### src/rtl/draw_pkg.sv
// Shared types and constants for the draw scheduler: FSM state encoding,
// coordinate width and the pixel-count arithmetic width.
package draw_pkg;

  localparam int COORD_W = 16;
  localparam int CNT_W   = 32;

  typedef enum logic [1:0] {
    S_IDLE,
    S_WINDOW,
    S_PIXEL,
    S_RELEASE
  } state_t;

  // Inclusive window size; widened before subtracting so a full-width span cannot wrap.
  function automatic logic [CNT_W-1:0] pix_count(input logic [COORD_W-1:0] xs,
                                                 input logic [COORD_W-1:0] xe,
                                                 input logic [COORD_W-1:0] ys,
                                                 input logic [COORD_W-1:0] ye);
    logic [CNT_W-1:0] w;
    logic [CNT_W-1:0] h;
    w = CNT_W'(xe) - CNT_W'(xs) + CNT_W'(1);
    h = CNT_W'(ye) - CNT_W'(ys) + CNT_W'(1);
    return w * h;
  endfunction

endpackage

### src/rtl/rr_arbiter.sv
// Combinational round-robin pick: first set request at or after ptr, wrapping.
module rr_arbiter #(
  parameter int NREQ = 4
) (
  input  logic [NREQ-1:0] req,
  input  logic [3:0]      ptr,
  output logic            any,
  output logic [3:0]      index
);

  // Walk offsets from farthest to nearest so the nearest hit overwrites the rest.
  always_comb begin
    any   = 1'b0;
    index = '0;
    for (int i = NREQ - 1; i >= 0; i--) begin
      for (int k = 0; k < NREQ; k++) begin
        if (req[k] && (k == (int'(ptr) + i) % NREQ)) begin
          any   = 1'b1;
          index = 4'(k);
        end
      end
    end
  end

endmodule

### src/rtl/draw_sched.sv
// Shares one LCD window/pixel port among NREQ drawing requesters, one
// transaction at a time, granted round-robin.
module draw_sched
  import draw_pkg::*;
#(
  parameter int NREQ    = 4,
  parameter int TIMEOUT = 255
) (
  input  logic                    clk,
  input  logic                    arst,
  input  logic [NREQ-1:0]         req_update,
  input  logic [NREQ-1:0]         req_drawdone,
  input  logic [COORD_W*NREQ-1:0] req_xstart,
  input  logic [COORD_W*NREQ-1:0] req_xend,
  input  logic [COORD_W*NREQ-1:0] req_ystart,
  input  logic [COORD_W*NREQ-1:0] req_yend,
  input  logic [COORD_W*NREQ-1:0] req_color,
  output logic [NREQ-1:0]         req_draw,
  output logic [NREQ-1:0]         req_cnext,
  output logic                    win_valid,
  input  logic                    win_ready,
  output logic [COORD_W-1:0]      win_xs,
  output logic [COORD_W-1:0]      win_xe,
  output logic [COORD_W-1:0]      win_ys,
  output logic [COORD_W-1:0]      win_ye,
  output logic                    pix_valid,
  input  logic                    pix_ready,
  output logic [COORD_W-1:0]      pix_color,
  output logic                    busy,
  output logic [3:0]              grant_id,
  output logic                    err_window,
  output logic                    err_timeout,
  output state_t                  dbg_state
);

  // Handshakes: a beat transfers on a rising edge where valid && ready; while
  // valid is high and ready is low, the payload is held unchanged.

  state_t             state, state_nxt;
  logic [3:0]         rr_ptr;
  logic [COORD_W-1:0] xs, xe, ys, ye;
  logic [CNT_W-1:0]   count;
  logic [31:0]        tmo_cnt;
  logic               arb_any;
  logic [3:0]         arb_idx, grant_nxt;
  logic [COORD_W-1:0] sel_xs, sel_xe, sel_ys, sel_ye, cur_color;
  logic               bad_win, done, tmo_hit, fire;

  rr_arbiter #(.NREQ(NREQ)) u_arb (
    .req   (req_update),
    .ptr   (rr_ptr),
    .any   (arb_any),
    .index (arb_idx)
  );

  // Candidate slices follow the arbiter; live drawdone/color follow the grant.
  always_comb begin
    sel_xs    = '0;
    sel_xe    = '0;
    sel_ys    = '0;
    sel_ye    = '0;
    cur_color = '0;
    done      = 1'b0;
    for (int i = 0; i < NREQ; i++) begin
      if (arb_idx == 4'(i)) begin
        sel_xs = req_xstart[i*COORD_W +: COORD_W];
        sel_xe = req_xend[i*COORD_W +: COORD_W];
        sel_ys = req_ystart[i*COORD_W +: COORD_W];
        sel_ye = req_yend[i*COORD_W +: COORD_W];
      end
      if (grant_id == 4'(i)) begin
        cur_color = req_color[i*COORD_W +: COORD_W];
        done      = req_drawdone[i];
      end
    end
  end

  assign bad_win   = (sel_xe < sel_xs) || (sel_ye < sel_ys);
  assign tmo_hit   = (tmo_cnt == 32'(TIMEOUT - 1));
  assign grant_nxt = (state == S_IDLE) ? arb_idx : grant_id;

  always_comb begin
    state_nxt = state;
    unique case (state)
      S_IDLE:    if (arb_any) state_nxt = bad_win ? S_RELEASE : S_WINDOW;
      S_WINDOW:  if (win_ready) state_nxt = S_PIXEL;
      S_PIXEL:   if (pix_ready && count == CNT_W'(1)) state_nxt = S_RELEASE;
      S_RELEASE: if (done || tmo_hit) state_nxt = S_IDLE;
      default:   state_nxt = S_IDLE;
    endcase
  end

  always_ff @(posedge clk or posedge arst) begin
    if (arst) begin
      state       <= S_IDLE;
      rr_ptr      <= '0;
      grant_id    <= '0;
      xs          <= '0;
      xe          <= '0;
      ys          <= '0;
      ye          <= '0;
      count       <= '0;
      tmo_cnt     <= '0;
      err_window  <= 1'b0;
      err_timeout <= 1'b0;
      req_draw    <= '0;
    end else begin
      state <= state_nxt;
      if (state == S_IDLE && arb_any) begin
        grant_id   <= arb_idx;
        rr_ptr     <= (arb_idx == 4'(NREQ - 1)) ? 4'd0 : arb_idx + 4'd1;
        xs         <= sel_xs;
        xe         <= sel_xe;
        ys         <= sel_ys;
        ye         <= sel_ye;
        count      <= bad_win ? '0 : pix_count(sel_xs, sel_xe, sel_ys, sel_ye);
        err_window <= err_window | bad_win;
      end
      if (fire) count <= count - CNT_W'(1);
      // Counts completed RELEASE cycles; cleared on any other state.
      tmo_cnt <= (state == S_RELEASE && state_nxt == S_RELEASE) ? tmo_cnt + 32'd1 : 32'd0;
      if (state == S_RELEASE && !done && tmo_hit) err_timeout <= 1'b1;
      for (int i = 0; i < NREQ; i++) begin
        req_draw[i] <= (state_nxt == S_WINDOW || state_nxt == S_PIXEL) && (grant_nxt == 4'(i));
      end
    end
  end

  assign busy      = (state != S_IDLE);
  assign win_valid = (state == S_WINDOW);
  assign win_xs    = win_valid ? xs : '0;
  assign win_xe    = win_valid ? xe : '0;
  assign win_ys    = win_valid ? ys : '0;
  assign win_ye    = win_valid ? ye : '0;
  assign pix_valid = (state == S_PIXEL);
  assign pix_color = pix_valid ? cur_color : '0;
  assign fire      = pix_valid && pix_ready;
  assign dbg_state = state;

  always_comb begin
    req_cnext = '0;
    for (int i = 0; i < NREQ; i++) begin
      req_cnext[i] = fire && (grant_id == 4'(i));
    end
  end

endmodule
### config.mk
export PLATFORM = sky130hd
export DESIGN_NAME = draw_sched
export DESIGN_NICKNAME = d
export VERILOG_FILES = /design/src/rtl/draw_pkg.sv /design/src/rtl/rr_arbiter.sv /design/src/rtl/draw_sched.sv
export SDC_FILE = /design/constraint.sdc
export NUM_CORES = 1
export LEC_CHECK = 0
export CAP_MARGIN = 10
export CORE_MARGIN = 4
export CORE_UTILIZATION = 30
export CTS_BUF_LIST = sky130_fd_sc_hd__clkbuf_16
export DETAILED_ROUTE_END_ITERATION = 8
export HOLD_SLACK_MARGIN = 0.03
export SYNTH_ARGS = -nofsm -noshare
export SYNTH_HDL_FRONTEND = slang
export SYNTH_SLANG_ARGS = --single-unit
### constraint.sdc
create_clock -name clk -period 26.2 [get_ports clk]
set_input_delay 7.86 -clock clk [delete_from_list [all_inputs] [get_ports clk]]
set_output_delay 7.86 -clock clk [all_outputs]
set_load 0.02 [all_outputs]
# After elaboration in Yosys (flattened, before gate mapping)
# Index checks and enable logic that the tools add are counted.
[op_classes]
reduce_logical = 47
bitwise_logic = 4
order_cmp = 2
addsub = 10
mux = 72
multipliers = 1
eq_ne = 29
[op_table]
columns = ["cell", "count"]
rows = [
  ["$mux 16", 25],
  ["$logic_not 32->1", 4],
  ["$mux 32", 4],
  ["$mux 2", 20],
  ["$add 17x2->18 const B", 2],
  ["$sub 16x16->17", 2],
  ["$add 32x1->32 const B", 1],
  ["$eq 32x1->1 const B", 1],
  ["$eq 32x8->1 const B", 1],
  ["$lt 16x16->1", 2],
  ["$mul 18x18->32", 1],
  ["$sub 32x1->32 const B", 1],
  ["$logic_and 1x1->1", 30],
  ["$eq 4x2->1 const B", 6],
  ["$mux 1", 21],
  ["$eq 3x3->1 const A", 6],
  ["$eq 4x1->1 const B", 3],
  ["$logic_not 4->1", 3],
  ["$eq 2x3->1 const A", 3],
  ["$eq 2x2->1 const B", 4],
  ["$pmux 2 s4", 1],
  ["$reduce_or 2->1", 3],
  ["$add 2x1->2 const B", 2],
  ["$add 2x2->2 const B", 2],
  ["other kinds (10)", 17],
]
[word_totals]
input_bits = 332
out_inout_bits = 99
register_bits = 142
elab_cells = 177

# Longest topological paths before layout
# Gate-level depths: netlist of the first run.
[logic_depth]
depth_word = 33
mapped_depth = 52
depth_no_buf = 49

# Hierarchy
# A second synthesis of the first run with hierarchy kept.
[unflattened]
hier_cells = 2786
hier_area_um2 = 22713.0
[modules_own_cells]
columns = ["mod", "cells_each", "area_per_inst_um2", "seq_area_each_um2", "n_inst"]
rows = [
  ["draw_sched", 2772, 22625.4, 3603.5, 1],
  ["rr_arbiter", 14, 87.6, 0.0, 1],
]

# Least setup slack after synthesis of the first run
# Ideal clock, no wire load.
[synth_timing]
path_kind = "input to register"
startpoint = "input port req_update[0]"
endpoint = "register count[31]"
arrival_ns = 18.142
setup_slack_ns = 7.975
stages = 44
required_time_ns = 26.117
setup_ns = 0.083
path_buffers = 4
cell_sequence = "inv_1 nor2_1 nor2_1 o22a_1 inv_1 ha_1 clkbuf_1 clkbuf_1 buf_1 a21oi_1 nor2_1 a21oi_1 o21ai_0 ha_1 inv_1 fa_1 a211oi_2 o21ai_1 [... 8 more ...] fa_1 fa_1 inv_1 fa_1 inv_1 fa_1 fa_1 ha_1 nand2_1 o31ai_1 a41oi_1 o21a_1 o31ai_2 a21o_1 a21oi_1 o21ai_0 xnor3_1 o22ai_1"
[synth_between]
elab_chain_cells = 24
word_cells_on_any_way = 65
classes_between = "4 x add/sub; 1 x mul; 2 x order compare; 3 x eq/ne; 47 x mux; 8 x reduce/logical"
[synth_lines]
columns = ["element", "line_no", "text"]
rows = [
  ["from (decl)", "draw_sched.sv:11", "input logic [NREQ-1:0] req_update,"],
  ["$logic_and 1x1->1", "rr_arbiter.sv:17", "if (req[k] && (k == (int'(ptr) + i) % NREQ)) begin"],
  ["$mux 2 (8 in a row)", "rr_arbiter.sv:17", ""],
  ["$mux 2 * (4 in a row)", "rr_arbiter.sv:17", ""],
  ["named net arb_idx[1]", "draw_sched.sv:45", "logic [3:0] arb_idx, grant_nxt;"],
  ["$logic_not 4->1", "draw_sched.sv:65", "if (arb_idx == 4'(i)) begin"],
  ["$mux 16 (3 in a row)", "draw_sched.sv:65", ""],
  ["$mux 16 *", "draw_sched.sv:65", ""],
  ["named net sel_xs[0]", "draw_sched.sv:46", "logic [COORD_W-1:0] sel_xs, sel_xe, sel_ys, sel_ye, cur_color;"],
  ["$sub 16x16->17", "draw_pkg.sv:22", "w = CNT_W'(xe) - CNT_W'(xs) + CNT_W'(1);"],
  ["$add 17x2->18", "draw_pkg.sv:22", ""],
  ["$mul 18x18->32", "draw_pkg.sv:24", "return w * h;"],
  ["$mux 32 *", "draw_sched.sv:116", "count <= bad_win ? '0 : pix_count(sel_xs, sel_xe, sel_ys, sel_ye);"],
  ["$mux 32 *", "draw_sched.sv:109", "if (state == S_IDLE && arb_any) begin"],
  ["$mux 32 *", "draw_sched.sv:119", "if (fire) count <= count - CNT_W'(1);"],
  ["to (signal assigned)", "draw_sched.sv:116", ""],
  ["to (signal assigned)", "draw_sched.sv:119", ""],
  ["to (decl)", "draw_sched.sv:42", "logic [CNT_W-1:0] count;"],
]
# The timed path passes the listed nets; every way through them passes the cells marked *. The select of a mux whose other input is x is not followed.
# A chain may end at the register's enable or synchronous reset.

# Worst setup path in the final report of the first run
[layout_timing]
startpoint = "input port req_update[1]"
endpoint = "register count[31]"
[layout_between]
word_cells_on_any_way = 67
classes_between = "4 x add/sub; 1 x mul; 2 x order compare; 3 x eq/ne; 49 x mux; 8 x reduce/logical"
[layout_lines]
columns = ["element", "line_no"]
rows = [
  ["$logic_and 1x1->1", "rr_arbiter.sv:17"],
  ["$mux 2 (8 in a row)", "rr_arbiter.sv:17"],
  ["$mux 2 * (3 in a row)", "rr_arbiter.sv:17"],
  ["named net arb_idx[1]", "draw_sched.sv:45"],
  ["$logic_not 4->1", "draw_sched.sv:65"],
  ["$mux 16 (4 in a row)", "draw_sched.sv:65"],
  ["$sub 16x16->17 (on tied branches)", "draw_pkg.sv:22, draw_pkg.sv:23"],
  ["$add 17x2->18 (on tied branches)", "draw_pkg.sv:22, draw_pkg.sv:23"],
  ["$mul 18x18->32", "draw_pkg.sv:24"],
  ["$mux 32 *", "draw_sched.sv:116"],
  ["$mux 32 *", "draw_sched.sv:109"],
  ["$mux 32 *", "draw_sched.sv:119"],
]
# Marked as above.

==> results of run 1 <==
[Yosys cell counts (4+ instances only)]
library cell	count
sky130_fd_sc_hd__a211oi_1	10
sky130_fd_sc_hd__nor3_1	20
sky130_fd_sc_hd__nor2_1	262
sky130_fd_sc_hd__mux4_2	17
sky130_fd_sc_hd__nor2b_1	23
sky130_fd_sc_hd__or2_2	6
sky130_fd_sc_hd__a21o_1	21
sky130_fd_sc_hd__nor3b_1	4
sky130_fd_sc_hd__a21oi_1	201
sky130_fd_sc_hd__a211o_1	5
sky130_fd_sc_hd__clkbuf_1	118
sky130_fd_sc_hd__a22oi_1	41
sky130_fd_sc_hd__and2_1	156
sky130_fd_sc_hd__or3_1	16
sky130_fd_sc_hd__mux2i_1	4
sky130_fd_sc_hd__a31oi_1	8
sky130_fd_sc_hd__o21a_1	11
sky130_fd_sc_hd__o21ai_0	104
sky130_fd_sc_hd__dfrtp_1	140
sky130_fd_sc_hd__o31ai_1	5
sky130_fd_sc_hd__ha_1	131
sky130_fd_sc_hd__fa_1	298
sky130_fd_sc_hd__or4_1	5
sky130_fd_sc_hd__inv_1	382
sky130_fd_sc_hd__a311oi_1	6
sky130_fd_sc_hd__nand2b_1	18
sky130_fd_sc_hd__o22a_1	4
sky130_fd_sc_hd__nand4_1	8
sky130_fd_sc_hd__nand3_1	40
sky130_fd_sc_hd__nand2_1	450
sky130_fd_sc_hd__buf_1	10
sky130_fd_sc_hd__and3_1	18
sky130_fd_sc_hd__xor2_1	59
sky130_fd_sc_hd__o22ai_1	9
sky130_fd_sc_hd__xnor2_1	69
sky130_fd_sc_hd__o221ai_1	6
sky130_fd_sc_hd__o211ai_1	7
sky130_fd_sc_hd__o21bai_1	7
sky130_fd_sc_hd__nor4_1	19
[tightest hold or removal path, cell delays in order (launching register included)]
cell and delay [ns]:
sky130_fd_sc_hd__dfrtp_1 0.34, sky130_fd_sc_hd__nand2_1 0.05, sky130_fd_sc_hd__nand2_1 0.05
[metrics by stage]
step / cell area [um^2] / setup WS [ns] / hold slack (ns) / util / std cells
detailed placement: 27900 / 5.52 / 0.455 / 0.375 / 4094
CTS: 28600 / 5.98 / 0.477 / 0.384 / 4126
floorplan: 22500 / 7.98 / 0.437 / - / 2790
global placement: 27900 / 5.89 / 0.448 / 0.375 / 4094
finish: 28600 / 5.94 / 0.471 / 0.384 / 4129
global route: 28600 / 4.97 / 0.483 / 0.384 / 4128
[layer usage]
layer / vias up / global-route usage / part of all wire
li1: 9633 / - / -
met4: 4 / 0.0481 / 0.023
met2: 567 / 0.314 / 0.47
met5: - / 0 / 0.00036
met3: 94 / 0.0418 / 0.066
met1: 9772 / 0.252 / 0.44
[worst paths after layout]
kind                                       startpoint                    end  slack [ns]  depth (start not counted)
worst max-delay path                    req_update[1]  count[31]$_DFFE_PP0P_        5.94                         46
max in group asynchronous                        arst      ye[0]$_DFFE_PP0P_       16.93                          3
min in group asynchronous                        arst   tmo_cnt[7]$_DFF_PP0_        7.90                          2
worst min register to register      xe[4]$_DFFE_PP0P_      xe[4]$_DFFE_PP0P_        0.47                          2
worst max register to register  rr_ptr[1]$_DFFE_PP0P_  count[31]$_DFFE_PP0P_       13.39                         45
worst min-delay path                xe[4]$_DFFE_PP0P_      xe[4]$_DFFE_PP0P_        0.47                          2
[logic make-up (layout without fill, tap and decap cells)]
family / Yosys count / after routing / share of synthesized area
adder cells (fa/ha/maj): 429 / 429 / 0.337
AND/OR/NAND/NOR: 1066 / 1066 / 0.217
buffers and inverters: 518 / 885 / 0.0871
XOR/XNOR: 134 / 134 / 0.0543
other: 1 / 5 / 0.000166
flip-flops: 140 / 140 / 0.155
AO/OA/AOI/OAI: 479 / 479 / 0.130
multiplexers: 22 / 22 / 0.0193
[state kept, by name, indices dropped and copies added, names as in the netlist]
signal       flops
count           32
tmo_cnt         32
xe              16
xs              16
ye              16
ys              16
req_draw         4
dbg_state        2
grant_id         2
rr_ptr           2
err_timeout      1
err_window       1
[cell type report]
cell class / count / share of cell area
multi-input combinational: 2132 / 0.602
timing repair buffer: 469 / 0.161
sequential: 140 / 0.123
inverter: 384 / 0.0506
tap: 969 / 0.0424
clock buffer: 17 / 0.0149
clock inverter: 15 / 0.00644
antenna: 3 / 0.000263
==> impl_results.html, run 1 <==
<table>
<tr><th>Metric</th><th>Value</th></tr>
<tr><th colspan="2">Synth</th></tr>
<tr><td>Top cells by area in the synthesized netlist</td><td>sky130_fd_sc_hd__fa_1 (26%), sky130_fd_sc_hd__dfrtp_1 (16%), sky130_fd_sc_hd__nand2_1 (7.5%), sky130_fd_sc_hd__ha_1 (7.3%), sky130_fd_sc_hd__inv_1 (6.4%)</td></tr>
<tr><td>Mean Syn Cell Area</td><td>about 8.1 um^2</td></tr>
<tr><td>Proportion of register bits with asynchronous set or reset after synthesis</td><td>1.00</td></tr>
<tr><td>Leading area contributor after synthesis</td><td>sky130_fd_sc_hd__fa_1</td></tr>
<tr><td>Area share of the largest cell type after synthesis</td><td>0.265</td></tr>
<tr><td>Number of synthesized flops with an enable pin</td><td>0</td></tr>
<tr><td>Mapped Area</td><td>22500 um^2</td></tr>
<tr><td>Distinct cell type count after synthesis</td><td>83</td></tr>
<tr><td>Yosys reg bits</td><td>140</td></tr>
<tr><td>Synth warnings</td><td>0</td></tr>
<tr><td>Mapped Cells</td><td>about 2800</td></tr>
<tr><td>Dominant synthesized flop cell</td><td>sky130_fd_sc_hd__dfrtp_1</td></tr>
<tr><td>Portion of the post-synthesis area used by sequential elements</td><td>0.155</td></tr>
<tr><th colspan="2">Timing</th></tr>
<tr><td>Post-route clock skew</td><td>slightly below 0.02 ns</td></tr>
<tr><td>RSZ-0062 raised after global routing</td><td>no</td></tr>
<tr><td>Max-Slew Margin vs Limit</td><td>0.251</td></tr>
<tr><td>Max-slew violation count</td><td>0</td></tr>
<tr><td>Final period utilization</td><td>0.773</td></tr>
<tr><td>Number of hold violations in the final report</td><td>0</td></tr>
<tr><td>Final critical delay including setup and external delays</td><td>~20 ns</td></tr>
<tr><td>Final count of negative-setup-slack endpoints</td><td>0</td></tr>
<tr><td>Transition time of the tightest slew-check pin</td><td>about 1.1 ns</td></tr>
<tr><td>Fmax</td><td>between 0.04 and 0.05 GHz</td></tr>
<tr><td>Post-Route Setup TNS</td><td>0 ns</td></tr>
<tr><th colspan="2">Clocking</th></tr>
<tr><td>Number of hold buffers added after CTS</td><td>0</td></tr>
<tr><td>Clock Sink Count</td><td>140</td></tr>
<tr><td>Post CTS Setup Buffer Count</td><td>0</td></tr>
<tr><td>Post-CTS resize count</td><td>0</td></tr>
<tr><td>CTS max path bufs</td><td>2</td></tr>
<tr><td>Clock slew at the register clock pins of the worst setup and hold paths</td><td>0.07 ns</td></tr>
<tr><td>CTS tree</td><td>built</td></tr>
<tr><td>Skew-Pair Late Insertion Delay</td><td>0.46 ns</td></tr>
<tr><td>Clock buffer count from CTS</td><td>17</td></tr>
<tr><td>Root buf cell</td><td>sky130_fd_sc_hd__clkbuf_16</td></tr>
<tr><td>H-tree levels</td><td>4</td></tr>
<tr><th colspan="2">Route</th></tr>
<tr><td>Number of routed nets with antenna violations</td><td>0</td></tr>
<tr><td>Number of search-and-repair iterations in the first detailed-routing pass</td><td>5</td></tr>
<tr><td>Wirelength per Cell</td><td>roughly 18 um</td></tr>
<tr><td>Via count</td><td>20070</td></tr>
<tr><td>Via-per-instance ratio</td><td>roughly 4.9</td></tr>
<tr><td>Final wirelength</td><td>74.8 mm</td></tr>
<tr><td>Iteration-0 DRC Markers</td><td>~1100</td></tr>
<tr><td>Remaining design rule violation count</td><td>0</td></tr>
<tr><th colspan="2">Floorplanning</th></tr>
<tr><td>Area of the core</td><td>around 74000 um^2</td></tr>
<tr><td>Initial cell density of the core</td><td>0.303</td></tr>
<tr><td>Rows</td><td>100</td></tr>
<tr><td>Die Y-Extent</td><td>282 um</td></tr>
<tr><td>Horizontal extent of the die</td><td>roughly 280 um</td></tr>
<tr><td>Number of placed I/O pins</td><td>roughly 430</td></tr>
<tr><td>Die outline area</td><td>just under 80000 um^2</td></tr>
<tr><th colspan="2">Worst setup path</th></tr>
<tr><td>Type of element launching the critical path</td><td>primary input</td></tr>
<tr><td>Delay of the slowest cell on the worst path</td><td>between 0.8 and 0.9 ns</td></tr>
<tr><td>Most frequent cell on the critical path</td><td>sky130_fd_sc_hd__fa_1</td></tr>
<tr><td>Crit path required time</td><td>between 20 and 30 ns</td></tr>
<tr><td>Arrival time at the worst endpoint</td><td>just over 20 ns</td></tr>
<tr><td>Setup Crit Path Kind</td><td>primary input to flip-flop</td></tr>
<tr><td>Sort of element at the end of the critical path</td><td>flip-flop</td></tr>
<tr><td>Number of buffers and inverters on the critical path</td><td>9</td></tr>
<tr><td>Largest driver fanout on the critical path</td><td>40</td></tr>
<tr><td>Slowest CP cell</td><td>sky130_fd_sc_hd__nor4_1</td></tr>
<tr><td>Kind of cell with the highest combined delay on the critical path</td><td>adder cells</td></tr>
<tr><th colspan="2">Finish</th></tr>
<tr><td>Multi-input gate area in the final layout</td><td>roughly 17000 um^2</td></tr>
<tr><td>Sequential cell area</td><td>3500 um^2</td></tr>
<tr><td># nets final</td><td>approximately 4000</td></tr>
<tr><td>Leading cell type in the layout, fill and taps excluded</td><td>sky130_fd_sc_hd__nand2_1</td></tr>
<tr><td>Share of cells above drive strength 1</td><td>0.0424</td></tr>
<tr><td>Commonest cells after routing, fill and taps aside</td><td>sky130_fd_sc_hd__nand2_1 (450), sky130_fd_sc_hd__clkdlybuf4s50_1 (428), sky130_fd_sc_hd__inv_1 (381)</td></tr>
<tr><td>Filler Cells Inserted</td><td>7655</td></tr>
<tr><td>Area delta synth-&gt;final</td><td>26.7%</td></tr>
<tr><th colspan="2">Placed design</th></tr>
<tr><td>Number of buffers inserted by port buffering</td><td>roughly 430</td></tr>
<tr><td>Final weighted congestion in routability-driven placement</td><td>0.868</td></tr>
<tr><td>Total half-perimeter wirelength after legalization and detailed placement</td><td>~60 mm</td></tr>
<tr><th colspan="2">Global routing</th></tr>
<tr><td>Number of antenna violations at the first check in global routing</td><td>5</td></tr>
<tr><td>Global-route wire length before repair</td><td>about 120 mm</td></tr>
<tr><td>Number of global-route vias before repair</td><td>a little over 20000</td></tr>
<tr><td>Largest net degree at the start of global routing</td><td>86</td></tr>
<tr><td>Total routing resource utilization after global routing</td><td>0.189</td></tr>
<tr><td>Remaining Overflow, GRT</td><td>0</td></tr>
<tr><th colspan="2">Flow run</th></tr>
<tr><td>Maximum Capacitance Violations</td><td>0</td></tr>
<tr><th colspan="2">Worst hold path</th></tr>
<tr><td>Hold Path Class</td><td>flip-flop to flip-flop</td></tr>
<tr><th colspan="2">Outcome</th></tr>
<tr><td>Run status</td><td>finished, final reports clean</td></tr>
</table>
Power of run 1 is left out: the tool's default activity adds up to more than one toggle a clock period on the data nets, which glitch-free logic cannot reach.
==> run 2, diff against run 1 <==
Clock period 26.2 ns to 19.14 ns, I/O delays scaled along.
==> run 2 against run 1 <==
Critical path depth is 1 higher. Global-route usage is 0.12 points higher. Worst hold slack worse by 0.0020 ns. Via count hardly changed. Flip-flop and latch count stayed put. Clock skew is 0.0050 ns lower. Sequential share of layout area hardly changed. Routed wire length is 1.0% higher. Setup slack worse by 4.1 ns. Die area stayed put. Clock-buffer cell count stayed put. First-iteration DRC count is 22% higher. Critical path type unchanged. Highest routed layer unchanged.
==> impl_results.html, run 2 (synthesized netlist as in run 1, its figures left out) <==
<table>
<tr><th>Metric</th><th>Value</th></tr>
<tr><th colspan="2">Placed design</th></tr>
<tr><td>Number of buffers inserted by port buffering</td><td>428 (unchanged)</td></tr>
<tr><td>Final weighted congestion in routability-driven placement</td><td>0.864 (was 0.868)</td></tr>
<tr><td>Total half-perimeter wirelength after legalization and detailed placement</td><td>62.1 mm (was 61.1 mm)</td></tr>
<tr><th colspan="2">Route</th></tr>
<tr><td>Via count</td><td>20075 (was 20070)</td></tr>
<tr><td>Number of routed nets with antenna violations</td><td>0 (unchanged)</td></tr>
<tr><td>Remaining design rule violation count</td><td>0 (unchanged)</td></tr>
<tr><td>Via-per-instance ratio</td><td>4.86 (about the same)</td></tr>
<tr><td>Wirelength per Cell</td><td>18.3 um (was 18.1 um)</td></tr>
<tr><td>Final wirelength</td><td>75.6 mm (was 74.8 mm)</td></tr>
<tr><td>Iteration-0 DRC Markers</td><td>1387 (was 1138)</td></tr>
<tr><td>Number of search-and-repair iterations in the first detailed-routing pass</td><td>5 (unchanged)</td></tr>
<tr><th colspan="2">Flow run</th></tr>
<tr><td>Maximum Capacitance Violations</td><td>0 (unchanged)</td></tr>
<tr><th colspan="2">Worst setup path</th></tr>
<tr><td>Sort of element at the end of the critical path</td><td>flip-flop (unchanged)</td></tr>
<tr><td>Crit path required time</td><td>19.52 ns (was 26.57 ns)</td></tr>
<tr><td>Type of element launching the critical path</td><td>primary input (unchanged)</td></tr>
<tr><td>Register-to-register setup slack</td><td>7.21 ns (was 13.39 ns)</td></tr>
<tr><td>Largest driver fanout on the critical path</td><td>56 (was 40)</td></tr>
<tr><td>Setup Crit Path Kind</td><td>primary input to flip-flop (unchanged)</td></tr>
<tr><td>Delay of the slowest cell on the worst path</td><td>0.76 ns (was 0.81 ns)</td></tr>
<tr><td>Slowest CP cell</td><td>sky130_fd_sc_hd__xnor2_1 (was sky130_fd_sc_hd__nor4_1)</td></tr>
<tr><td>Arrival time at the worst endpoint</td><td>17.71 ns (was 20.63 ns)</td></tr>
<tr><td>Number of buffers and inverters on the critical path</td><td>10 (was 9)</td></tr>
<tr><td>Kind of cell with the highest combined delay on the critical path</td><td>adder cells (unchanged)</td></tr>
<tr><th colspan="2">Timing</th></tr>
<tr><td>Post-Route Setup TNS</td><td>0 ns (unchanged)</td></tr>
<tr><td>Final critical delay including setup and external delays</td><td>17.33 ns</td></tr>
<tr><td>RSZ-0062 raised after global routing</td><td>no (unchanged)</td></tr>
<tr><td>Fmax</td><td>around 0.058 GHz</td></tr>
<tr><td>Transition time of the tightest slew-check pin</td><td>1.23 ns (was 1.12 ns)</td></tr>
<tr><td>Post-route clock skew</td><td>0.0144 ns (was 0.0194 ns)</td></tr>
<tr><td>Number of hold violations in the final report</td><td>0 (unchanged)</td></tr>
<tr><td>Max-Slew Margin vs Limit</td><td>0.175 (was 0.251)</td></tr>
<tr><td>Max-slew violation count</td><td>0 (unchanged)</td></tr>
<tr><td>Final count of negative-setup-slack endpoints</td><td>0 (unchanged)</td></tr>
<tr><td>Final period utilization</td><td>0.906</td></tr>
<tr><th colspan="2">Finish</th></tr>
<tr><td>Multi-input gate area in the final layout</td><td>17200 um^2 (about the same)</td></tr>
<tr><td># nets final</td><td>3906 (was 3905)</td></tr>
<tr><td>Share of cells above drive strength 1</td><td>0.0415 (was 0.0424)</td></tr>
<tr><td>Filler Cells Inserted</td><td>7574 (was 7655)</td></tr>
<tr><td>Area delta synth-&gt;final</td><td>26.6% (was 26.7%)</td></tr>
<tr><td>Sequential cell area</td><td>3500 um^2 (unchanged)</td></tr>
<tr><td>Commonest cells after routing, fill and taps aside</td><td>sky130_fd_sc_hd__nand2_1 (450), sky130_fd_sc_hd__clkdlybuf4s50_1 (428), sky130_fd_sc_hd__inv_1 (381) (unchanged)</td></tr>
<tr><td>Leading cell type in the layout, fill and taps excluded</td><td>sky130_fd_sc_hd__nand2_1 (unchanged)</td></tr>
<tr><td>Largest registers</td><td>count: 32 flops, tmo_cnt: 32 flops (unchanged)</td></tr>
<tr><th colspan="2">Global routing</th></tr>
<tr><td>Remaining Overflow, GRT</td><td>0 (unchanged)</td></tr>
<tr><td>Number of global-route vias before repair</td><td>20473 (was 20675)</td></tr>
<tr><td>Largest net degree at the start of global routing</td><td>99 (was 86)</td></tr>
<tr><td>Total routing resource utilization after global routing</td><td>0.191 (was 0.189)</td></tr>
<tr><td>Number of antenna violations at the first check in global routing</td><td>3 (was 5)</td></tr>
<tr><td>Global-route wire length before repair</td><td>118 mm (about the same)</td></tr>
<tr><th colspan="2">Clocking</th></tr>
<tr><td>Clock buffer count from CTS</td><td>17 (unchanged)</td></tr>
<tr><td>Skew-Pair Late Insertion Delay</td><td>0.46 ns (about the same)</td></tr>
<tr><td>Clock slew at the register clock pins of the worst setup and hold paths</td><td>0.07 ns (about the same)</td></tr>
<tr><td>Post CTS Setup Buffer Count</td><td>0 (unchanged)</td></tr>
<tr><td>CTS max path bufs</td><td>2 (unchanged)</td></tr>
<tr><td>Root buf cell</td><td>sky130_fd_sc_hd__clkbuf_16 (unchanged)</td></tr>
<tr><td>Number of hold buffers added after CTS</td><td>0 (unchanged)</td></tr>
<tr><td>Post-CTS resize count</td><td>0 (unchanged)</td></tr>
<tr><td>CTS tree</td><td>built (unchanged)</td></tr>
<tr><td>H-tree levels</td><td>4 (unchanged)</td></tr>
<tr><td>Clock Sink Count</td><td>140 (unchanged)</td></tr>
<tr><th colspan="2">Worst hold path</th></tr>
<tr><td>Hold Path Class</td><td>flip-flop to flip-flop (unchanged)</td></tr>
<tr><th colspan="2">Floorplanning</th></tr>
<tr><td>Initial cell density of the core</td><td>0.303 (unchanged)</td></tr>
<tr><td>Die outline area</td><td>79600 um^2 (unchanged)</td></tr>
<tr><td>Horizontal extent of the die</td><td>282 um (unchanged)</td></tr>
<tr><td>Area of the core</td><td>74400 um^2 (unchanged)</td></tr>
<tr><td>Rows</td><td>100 (unchanged)</td></tr>
<tr><td>Die Y-Extent</td><td>282 um (unchanged)</td></tr>
<tr><td>Number of placed I/O pins</td><td>431 (unchanged)</td></tr>
<tr><th colspan="2">Outcome</th></tr>
<tr><td>Run status</td><td>finished, final reports clean (unchanged)</td></tr>
</table>
run 2: metrics by stage:
stage	std cells	utilization	worst slack, ns	hold WS (ns)	area (um^2)
after floorplan	2790	-	3.03	0.437	22500
after CTS	4127	0.383	1.83	0.466	28500
final	4128	0.383	1.81	0.469	28500
after detailed placement	4095	0.375	1.33	0.448	27900
after global routing	4128	0.383	0.799	0.491	28500
after global placement	4095	0.375	1.54	0.449	27900
run 2: area by class of cell:
class                   count  area share
inverters                 384      0.0507
diodes                      1   0.0000877
clock inverters            15     0.00697
well taps                 969      0.0425
repair buffers            470       0.161
flip-flops and latches    140       0.123
clock buffers              17      0.0149
multi-input cells        2132       0.601
run 2: worst reg2reg max path: cells and delay by family, from the launching register on:
kind,cells,cell delay [ns]
AOI/OAI and AO/OA,16,2.67
xor gates and xnor gates,3,1.40
adders and majority gates,10,4.65
buffers and inverters,8,1.30
DFF,1,0.43
and+or+nand+nor,9,1.39
run 2: path summary, 6_finish.rpt:
| kind | startpoint | end | cells past startpoint |
|---|---|---|---|
| min in group asynchronous | arst | tmo_cnt[4]$_DFF_PP0_ | 2 |
| worst min-delay path | err_timeout$_DFFE_PP0P_ | err_timeout$_DFFE_PP0P_ | 1 |
| worst max register to register | rr_ptr[1]$_DFFE_PP0P_ | count[31]$_DFFE_PP0P_ | 46 |
| worst max-delay path | req_update[0] | count[31]$_DFFE_PP0P_ | 47 |
| max in group asynchronous | arst | ys[14]$_DFFE_PP0P_ | 3 |
| worst min register to register | err_timeout$_DFFE_PP0P_ | err_timeout$_DFFE_PP0P_ | 1 |
run 2: routing by layer:
layer  track usage  vias up  wire [um]
li1              -     9648          -
met1         0.257     9762      34100
met2         0.316      577      35200
met3        0.0409       86       4760
met4        0.0426        2       1500
met5             0        -         12
Power of run 2 is left out for the same reason.
==> run 3, diff against run 2 <==
Settings changed: TNS_END_PERCENT from default to 100.
==> results of run 3 <==
Same layout as run 2: the final DEF is identical, and so are final timing and power.
Power of run 3 is left out for the same reason.
